[config.mk]
export PLATFORM = sky130hd
export DESIGN_NAME = pipeline_hazard_ctrl_flat
export DESIGN_NICKNAME = d
export VERILOG_FILES = /design/src/rtl/pipeline_hazard_ctrl_if.sv /design/src/rtl/pipeline_hazard_ctrl.sv /design/src/flat_wrapper.sv
export SDC_FILE = /design/constraint.sdc
export NUM_CORES = 1
export LEC_CHECK = 0
export CAP_MARGIN = 20
export CORE_MARGIN = 2
export CORE_UTILIZATION = 33
export CTS_BUF_LIST = sky130_fd_sc_hd__clkbuf_4 sky130_fd_sc_hd__clkbuf_8 sky130_fd_sc_hd__clkbuf_16
export DETAILED_ROUTE_END_ITERATION = 10
export GPL_ROUTABILITY_DRIVEN = 1
export HOLD_SLACK_MARGIN = 0.03
export MAX_ROUTING_LAYER = met4
export PLACE_DENSITY = 0.89
export SETUP_SLACK_MARGIN = 0.15
export SLEW_MARGIN = 20
export SYNTH_ARGS = -nofsm -noshare
export SYNTH_HDL_FRONTEND = slang
export SYNTH_SLANG_ARGS = --single-unit
[constraint.sdc]
create_clock -name clk -period 2.5 [get_ports clk]
set_input_delay 0.5 -clock clk [delete_from_list [all_inputs] [get_ports clk]]
set_output_delay 0.5 -clock clk [all_outputs]
set_load 0.1 [all_outputs]
[src/rtl/pipeline_hazard_ctrl_if.sv]
// rtl/pipeline_hazard_ctrl_if.sv - pipeline-side and data-memory signal bundle for the hazard controller
interface pipeline_hazard_ctrl_if #(
    parameter int CNT_W = 32
);
    logic [4:0]       rs1D;
    logic [4:0]       rs2D;
    logic [4:0]       rdE;
    logic             loadE;
    logic             pc_srcE;
    logic             mem_accessM;
    logic             mem_ack;
    logic             stallF;
    logic             stallD;
    logic             stallE;
    logic             stallM;
    logic             flushD;
    logic             flushE;
    logic             flushW;
    logic             mem_req;
    logic             mem_err;
    logic [CNT_W-1:0] stall_cnt;
    logic [CNT_W-1:0] flush_cnt;

    modport master (
        output rs1D, rs2D, rdE, loadE, pc_srcE, mem_accessM, mem_ack,
        input  stallF, stallD, stallE, stallM, flushD, flushE, flushW,
        input  mem_req, mem_err, stall_cnt, flush_cnt
    );

    modport slave (
        input  rs1D, rs2D, rdE, loadE, pc_srcE, mem_accessM, mem_ack,
        output stallF, stallD, stallE, stallM, flushD, flushE, flushW,
        output mem_req, mem_err, stall_cnt, flush_cnt
    );
endinterface

[src/rtl/pipeline_hazard_ctrl.sv]
// rtl/pipeline_hazard_ctrl.sv - load-use/branch/data-memory stall and flush sequencer, perf counters under PIPE_PERF_CNT_EN
module pipeline_hazard_ctrl #(
    parameter int MAX_WAIT = 16,
    parameter int CNT_W    = 32
) (
    input  logic                  clk,
    input  logic                  reset,
    pipeline_hazard_ctrl_if.slave bus
);
    typedef enum logic {
        RUN      = 1'b0,
        MEM_WAIT = 1'b1
    } state_t;

    // Last legal wait count; MAX_WAIT is limited to 1..255 so it fits the 8-bit counter.
    localparam logic [7:0] WAIT_LAST = 8'(MAX_WAIT - 1);

    state_t     state_q, state_d;
    logic [7:0] wait_cnt_q, wait_cnt_d;
    logic       mem_req_q, mem_req_d;
    logic       mem_err_q, mem_err_d;

    logic in_wait;
    logic timeout;
    logic mem_stall;
    logic lw_stall;

    logic stall_fetch, stall_dec, stall_exe, stall_mem;
    logic flush_dec, flush_exe, flush_wb;

    assign in_wait   = (state_q == MEM_WAIT);
    assign timeout   = in_wait && (wait_cnt_q == WAIT_LAST) && !bus.mem_ack;
    assign mem_stall = (!in_wait && bus.mem_accessM) || (in_wait && !bus.mem_ack && !timeout);
    assign lw_stall  = bus.loadE && (bus.rdE != 5'd0) &&
                       ((bus.rdE == bus.rs1D) || (bus.rdE == bus.rs2D));

    // Hazard priority: memory stall freezes the whole pipe, then a taken branch, then load-use.
    // The branch beats load-use so the redirected PC is fetched instead of being held.
    always_comb begin
        stall_fetch = 1'b0;
        stall_dec   = 1'b0;
        stall_exe   = 1'b0;
        stall_mem   = 1'b0;
        flush_dec   = 1'b0;
        flush_exe   = 1'b0;
        flush_wb    = 1'b0;
        if (!reset) begin
            if (mem_stall) begin
                stall_fetch = 1'b1;
                stall_dec   = 1'b1;
                stall_exe   = 1'b1;
                stall_mem   = 1'b1;
                flush_wb    = 1'b1;
            end else if (bus.pc_srcE) begin
                flush_dec = 1'b1;
                flush_exe = 1'b1;
            end else if (lw_stall) begin
                stall_fetch = 1'b1;
                stall_dec   = 1'b1;
                flush_exe   = 1'b1;
            end
        end
    end

    // Next state of the memory handshake; the request mirrors the waiting state one cycle later.
    always_comb begin
        state_d    = state_q;
        wait_cnt_d = wait_cnt_q;
        mem_req_d  = mem_req_q;
        mem_err_d  = mem_err_q | timeout;
        case (state_q)
            RUN: begin
                wait_cnt_d = 8'd0;
                mem_req_d  = 1'b0;
                if (bus.mem_accessM) begin
                    state_d   = MEM_WAIT;
                    mem_req_d = 1'b1;
                end
            end
            MEM_WAIT: begin
                if (bus.mem_ack || timeout) begin
                    state_d    = RUN;
                    mem_req_d  = 1'b0;
                    wait_cnt_d = 8'd0;
                end else begin
                    mem_req_d  = 1'b1;
                    wait_cnt_d = wait_cnt_q + 8'd1;
                end
            end
            default: begin
                state_d    = RUN;
                mem_req_d  = 1'b0;
                wait_cnt_d = 8'd0;
            end
        endcase
    end

    // Handshake state with its registered request and sticky timeout flag.
    always_ff @(posedge clk or posedge reset) begin
        if (reset) begin
            state_q    <= RUN;
            wait_cnt_q <= 8'd0;
            mem_req_q  <= 1'b0;
            mem_err_q  <= 1'b0;
        end else begin
            state_q    <= state_d;
            wait_cnt_q <= wait_cnt_d;
            mem_req_q  <= mem_req_d;
            mem_err_q  <= mem_err_d;
        end
    end

`ifdef PIPE_PERF_CNT_EN
    localparam logic [CNT_W-1:0] CNT_ONE = {{(CNT_W-1){1'b0}}, 1'b1};

    logic [CNT_W-1:0] stall_cnt_q, stall_cnt_d;
    logic [CNT_W-1:0] flush_cnt_q, flush_cnt_d;

    // Saturating event counters so a long run never wraps back to a misleading small value.
    always_comb begin
        stall_cnt_d = stall_cnt_q;
        flush_cnt_d = flush_cnt_q;
        if (stall_fetch && !(&stall_cnt_q)) begin
            stall_cnt_d = stall_cnt_q + CNT_ONE;
        end
        if (flush_exe && !(&flush_cnt_q)) begin
            flush_cnt_d = flush_cnt_q + CNT_ONE;
        end
    end

    // Counter registers.
    always_ff @(posedge clk or posedge reset) begin
        if (reset) begin
            stall_cnt_q <= '0;
            flush_cnt_q <= '0;
        end else begin
            stall_cnt_q <= stall_cnt_d;
            flush_cnt_q <= flush_cnt_d;
        end
    end

    assign bus.stall_cnt = stall_cnt_q;
    assign bus.flush_cnt = flush_cnt_q;
`else
    assign bus.stall_cnt = {CNT_W{1'b0}};
    assign bus.flush_cnt = {CNT_W{1'b0}};
`endif

    assign bus.stallF  = stall_fetch;
    assign bus.stallD  = stall_dec;
    assign bus.stallE  = stall_exe;
    assign bus.stallM  = stall_mem;
    assign bus.flushD  = flush_dec;
    assign bus.flushE  = flush_exe;
    assign bus.flushW  = flush_wb;
    assign bus.mem_req = mem_req_q;
    assign bus.mem_err = mem_err_q;
endmodule

[src/flat_wrapper.sv]
// flat-port wrapper written by rule: the top's interface ports become plain ports
module pipeline_hazard_ctrl_flat 
#(
    parameter int MAX_WAIT = 16,
    parameter int CNT_W    = 32
)
  (clk, reset, bus_rs1D, bus_rs2D, bus_rdE, bus_loadE, bus_pc_srcE, bus_mem_accessM, bus_mem_ack, bus_stallF, bus_stallD, bus_stallE, bus_stallM, bus_flushD, bus_flushE, bus_flushW, bus_mem_req, bus_mem_err, bus_stall_cnt, bus_flush_cnt);
  pipeline_hazard_ctrl_if #(.CNT_W(CNT_W)) bus_i ();
  input  logic clk;
  input  logic reset;
  input wire logic [$bits(bus_i.rs1D)-1:0] bus_rs1D;
  input wire logic [$bits(bus_i.rs2D)-1:0] bus_rs2D;
  input wire logic [$bits(bus_i.rdE)-1:0] bus_rdE;
  input wire logic [$bits(bus_i.loadE)-1:0] bus_loadE;
  input wire logic [$bits(bus_i.pc_srcE)-1:0] bus_pc_srcE;
  input wire logic [$bits(bus_i.mem_accessM)-1:0] bus_mem_accessM;
  input wire logic [$bits(bus_i.mem_ack)-1:0] bus_mem_ack;
  output wire logic [$bits(bus_i.stallF)-1:0] bus_stallF;
  output wire logic [$bits(bus_i.stallD)-1:0] bus_stallD;
  output wire logic [$bits(bus_i.stallE)-1:0] bus_stallE;
  output wire logic [$bits(bus_i.stallM)-1:0] bus_stallM;
  output wire logic [$bits(bus_i.flushD)-1:0] bus_flushD;
  output wire logic [$bits(bus_i.flushE)-1:0] bus_flushE;
  output wire logic [$bits(bus_i.flushW)-1:0] bus_flushW;
  output wire logic [$bits(bus_i.mem_req)-1:0] bus_mem_req;
  output wire logic [$bits(bus_i.mem_err)-1:0] bus_mem_err;
  output wire logic [$bits(bus_i.stall_cnt)-1:0] bus_stall_cnt;
  output wire logic [$bits(bus_i.flush_cnt)-1:0] bus_flush_cnt;
  assign bus_i.rs1D = bus_rs1D;
  assign bus_i.rs2D = bus_rs2D;
  assign bus_i.rdE = bus_rdE;
  assign bus_i.loadE = bus_loadE;
  assign bus_i.pc_srcE = bus_pc_srcE;
  assign bus_i.mem_accessM = bus_mem_accessM;
  assign bus_i.mem_ack = bus_mem_ack;
  assign bus_stallF = bus_i.stallF;
  assign bus_stallD = bus_i.stallD;
  assign bus_stallE = bus_i.stallE;
  assign bus_stallM = bus_i.stallM;
  assign bus_flushD = bus_i.flushD;
  assign bus_flushE = bus_i.flushE;
  assign bus_flushW = bus_i.flushW;
  assign bus_mem_req = bus_i.mem_req;
  assign bus_mem_err = bus_i.mem_err;
  assign bus_stall_cnt = bus_i.stall_cnt;
  assign bus_flush_cnt = bus_i.flush_cnt;
  pipeline_hazard_ctrl #(.MAX_WAIT(MAX_WAIT), .CNT_W(CNT_W)) u_core (.clk(clk), .reset(reset), .bus(bus_i));
endmodule
### Yosys cells after proc, flatten, opt, wreduce, memory -nomap -nowiden

Cells that the tools add are included.

| storage, ports and cells | value |
|---|---|
| word-level logic and storage cells | 40 |
| output and inout port bits | 73 |
| bits of input ports | 21 |
| bits in registers | 10 |

| cells by class | value |
|---|---|
| $add $sub $neg | 1 |
| muxes and demuxes | 17 |
| reductions and logical operators | 14 |
| bitwise logic cells | 2 |
| equality and inequality tests | 3 |

Operators with widths:

| kind | count |
|---|---|
| $pmux 8 s2 | 1 |
| $mux 1 | 14 |
| $eq 5x5->1 | 2 |
| $add 8x1->8 const B | 1 |
| $eq 8x4->1 const B | 1 |
| $mux 8 | 1 |
| $logic_and 1x1->1 | 7 |
| $reduce_bool 5->1 | 1 |
| $logic_not 1->1 | 3 |
| $logic_or 1x1->1 | 3 |
| $pmux 1 s2 | 1 |
| $not 1->1 | 1 |
| $or 1x1->1 | 1 |

### Logic depth before layout (Yosys ltp)

| logic depth | value |
|---|---|
| depth after elaboration | 8 |
| gate-level depth with buffers | 6 |
| depth with buffers taken out | 5 |

### Worst setup path after synthesis

No wires, ideal clock.

| timing | value |
|---|---|
| path type | register to output |
| start | register u_core.state_q, in the netlist u_core.in_wait |
| end | output bus_stallF |
| setup slack | -1.403 ns |
| stages on the path, launching flop included | 6 |
| required time | 2.000 ns |
| buffers on the path | 1 |
| data arrival time | 3.403 ns |
| cell sequence | dfrtp_1 or4b_4 o311ai_2 a21boi_2 o22ai_1 buf_4 |

| on the way | value |
|---|---|
| longest elaborated chain between the ends | 7 |
| elaborated cells on any way between the ends | 10 |
| those cells by class | 2 x mux; 8 x reduce/logical |

Ends and longest elaborated chain:

| item | line | source |
|---|---|---|
| start, declared | pipeline_hazard_ctrl.sv:18 | `state_t state_q, state_d;` |
| start signal, assigned | pipeline_hazard_ctrl.sv:106 | `state_q <= state_d;` |
| $logic_and 1x1->1 (2 in a row) | pipeline_hazard_ctrl.sv:32 | `assign timeout = in_wait && (wait_cnt_q == WAIT_LAST) && !bus.mem_ack;` |
| $logic_not 1->1 | pipeline_hazard_ctrl.sv:33 | `assign mem_stall = (!in_wait && bus.mem_accessM) \|\| (in_wait && !bus.mem_ack && !timeout);` |
| $logic_and 1x1->1 | pipeline_hazard_ctrl.sv:33 |  |
| $logic_or 1x1->1 * | pipeline_hazard_ctrl.sv:33 |  |
| $mux 1 * (2 in a row) | - |  |
| end, declared | flat_wrapper.sv:18 | `output wire logic [$bits(bus_i.stallF)-1:0] bus_stallF;` |

Every way passes the cells marked *; elsewhere a longest branch is shown, timed or not.

### Final worst setup path

| timing | value |
|---|---|
| start | register u_core.wait_cnt_q[5] |
| end | output bus_stallD |

| on the way | value |
|---|---|
| longest elaborated chain between the ends | 8 |

Ends and longest elaborated chain:

| item | line | source |
|---|---|---|
| start, declared | pipeline_hazard_ctrl.sv:19 | `logic [7:0] wait_cnt_q, wait_cnt_d;` |
| start signal, assigned | pipeline_hazard_ctrl.sv:107 | `wait_cnt_q <= wait_cnt_d;` |
| $eq 8x4->1 | pipeline_hazard_ctrl.sv:32 |  |
| $logic_and 1x1->1 (2 in a row) | pipeline_hazard_ctrl.sv:32 |  |
| $logic_not 1->1 | pipeline_hazard_ctrl.sv:33 |  |
| $logic_and 1x1->1 | pipeline_hazard_ctrl.sv:33 |  |
| $logic_or 1x1->1 | pipeline_hazard_ctrl.sv:33 |  |
| $mux 1 | pipeline_hazard_ctrl.sv:48 | `if (mem_stall) begin` |
| $mux 1 | pipeline_hazard_ctrl.sv:47 | `if (!reset) begin` |
| end, declared | flat_wrapper.sv:19 | `output wire logic [$bits(bus_i.stallD)-1:0] bus_stallD;` |

No other way between the ends.

==> run metrics <==
status=finished, violations left; failing checks=setup timing; Tot GR Track Use=9.68%; Synth Register Bits=10; Power Density=678 mW/mm^2; clk buf depth=2; final worst-path setup slack=-138 ps; CTS Root Cell=clkbuf_4; via count of the first global-routing pass=a little under 700; CTS buffer count=3; Core ar.=~0.0033 mm^2; post-DP HPWL=approximately 1600 um; synth unique cells=26; Starting Density=34.3%; gpl congestion=0.785; FF-to-FF End=u_core.in_wait; clk sink count=10; first-pass GRT wire length=2990 um; final hold slack=453 ps; Multi-input gate area=approximately 650 um^2; EDFF count, synth=0; Worst setup EP type=output pin; # DRC=0; Die Wd=around 63 um; maximum VDD drop=approximately 0.25 mV; FILL cells=between 300 and 400; num rows=21; Vias=797; Synth area leader=buf_4; list of most frequent post-synthesis cells=67 x buf_4, 14 x xor2_1, 11 x nor2_1, 10 x dfrtp_1, 6 x inv_1; unrepaired setup endpoints after global routing=yes; Final setup viols=7; antenna-violating nets left=0; pin count of the biggest net entering global routing=11; Ports=94; final hold viol count=0; worst skew pair latency=270 ps; synthesized area=0.00115 mm^2; Async SR Flop Fraction=between 90% and 100%; initial antenna violation count=0; Top FF cell, synth=dfrtp_1; Yosys warnings=0; Pleak=0.744 nW; critical path type=reg -> out; antenna cells=0; worst-case reg-to-reg path depth=4; worst reg2reg path startpoint=u_core.wait_cnt_q[5]; Worst Setup SP=u_core.wait_cnt_q[5]; register area=254 um^2; top-area cell type share of the netlist area=43.9%; routed wire length=a little over 2000 um; Worst EP arrival=around 2100 ps; post-synthesis average cell area=between 8 and 9 um^2; final setup skew=around 4.5 ps; total gr overflow=0; layout cells sized above 1=21.1%; Hold WC Path Type=reg -> reg; Worst-path clk slew=70 ps; top cells by area, synth=buf_4 44%, dfrtp_1 22%, xor2_1 11%; FMAX=379 MHz; H-tree Lvls=1; Register-to-Register Setup Slack=about 770 ps; most common cell in the netlist=buf_4; max_cap viols=0; final layout net count=just under 200; CTS tree=yes; cts hold-fix bufs=0; Die H=62.9 um; startpoint class of the critical path=register; area grow syn2layout=28.4%; post-layout minimum cycle time=roughly 2600 ps; register area share after synthesis=roughly 22%; DRT Pass-1 Iters=4; Synth Instances=134; setup TNS=-668 ps; WL/cell=about 9 um; Port Buffers=29; DR iter-0 viols=12; period utilisation layout=106%; routed vias/inst=3.61; crit-path max FO=4; die area=0.00396 mm^2; final slew viol count=0; Worst Setup EP=bus_stallD; Crit path required time=approximately 2000 ps
[final cells by class]
type / instances / area share [%]
Multi-Input combinational cell: 113 / 44.2
Sequential cell: 10 / 17.3
Inverter: 6 / 1.53
Clock buffer: 4 / 2.04
Timing Repair Buffer: 42 / 31.0
Tap cell: 46 / 3.91
[critical path: stages (launching register included)]
cell	delay, ps
dfrtp_1	390
or4b_4	560
o311ai_4	290
a21boi_4	310
o22ai_4	120
buf_12	190
[state kept, by name (all words and copies together), names as in the netlist]
name / count
u_core.in_wait: 1
u_core.bus.mem_err: 1
u_core.wait_cnt_q: 8
[cell usage in the layout (no fill, tap or decap), drive strengths merged, types with 2 or more instances in the layout]
master / instances
and3: 3
xnor2: 2
buf: 22
clkdlybuf4s50: 20
clkbuf: 4
conb: 64
inv: 6
dfrtp: 10
nor2: 11
xor2: 14
nor3: 2
nand3: 4
[worst min-delay path by stage]
stage	startpoint	to	slack (ps)	depth (start not counted)
3_3_place_gp	u_core.wait_cnt_q[0]	u_core.wait_cnt_q[0]	440	1
2_1_floorplan	reset	u_core.bus.mem_err	340	1
6_report	u_core.wait_cnt_q[0]	u_core.wait_cnt_q[0]	450	1
4_1_cts	u_core.wait_cnt_q[0]	u_core.wait_cnt_q[0]	460	1
3_5_place_dp	u_core.wait_cnt_q[0]	u_core.wait_cnt_q[0]	450	1
5_1_grt	u_core.wait_cnt_q[0]	u_core.wait_cnt_q[0]	480	1
[per-layer routing]
metal / vias to the layer above / GRT usage, % / part of all wire [%]
li1: 374 / - / -
met1: 369 / 10.2 / 37
met2: 51 / 16.5 / 51
met3: 3 / 3.24 / 10
met4: 0 / 4.17 / 1.4
met5: - / - / 0
[timing repair]
item                                    in CTS  in global routing
cloned                                       0                  0
endpoints found under the setup margin       7                  7
setup buffers                                4                  3
gates resized for setup                      4                  1
pin swaps                                    2                  2
[metrics by stage]
stage	worst slack [ps]	total power, mW	utilization (%)	std cells	cell area [um^2]
after global placement	-147	0.849	41.0	210	1370
final	-138	0.997	44.1	221	1470
after CTS	-193	0.995	43.3	218	1450
after detailed placement	-205	0.852	41.0	210	1370
after floorplan	-286	0.833	-	197	1430
after global routing	-204	1.03	44.1	221	1470
[logic make-up (layout without fill, tap and decap cells)]
family | Yosys count | in the layout | synth area share, %
buffers and inverters | 74 | 52 | 46.8
and+or+nand+nor | 24 | 24 | 11.5
xor gates and xnor gates | 16 | 16 | 12.2
DFF | 10 | 10 | 21.8
AOI/OAI and AO/OA | 8 | 8 | 6.22
adders and majority gates | 1 | 1 | 1.09
other | 1 | 64 | 0.327
[where the power goes]
| group | switching, mW | leakage (nW) | internal [mW] | total (mW) |
|---|---|---|---|---|
| clock | 0.0572 | 0.0184 | 0.0727 | 0.130 |
| sequential | 0.00429 | 0.131 | 0.168 | 0.173 |
| combinational | 0.577 | 0.595 | 0.117 | 0.695 |
No activity file was read; power rests on OpenSTA's default activity.
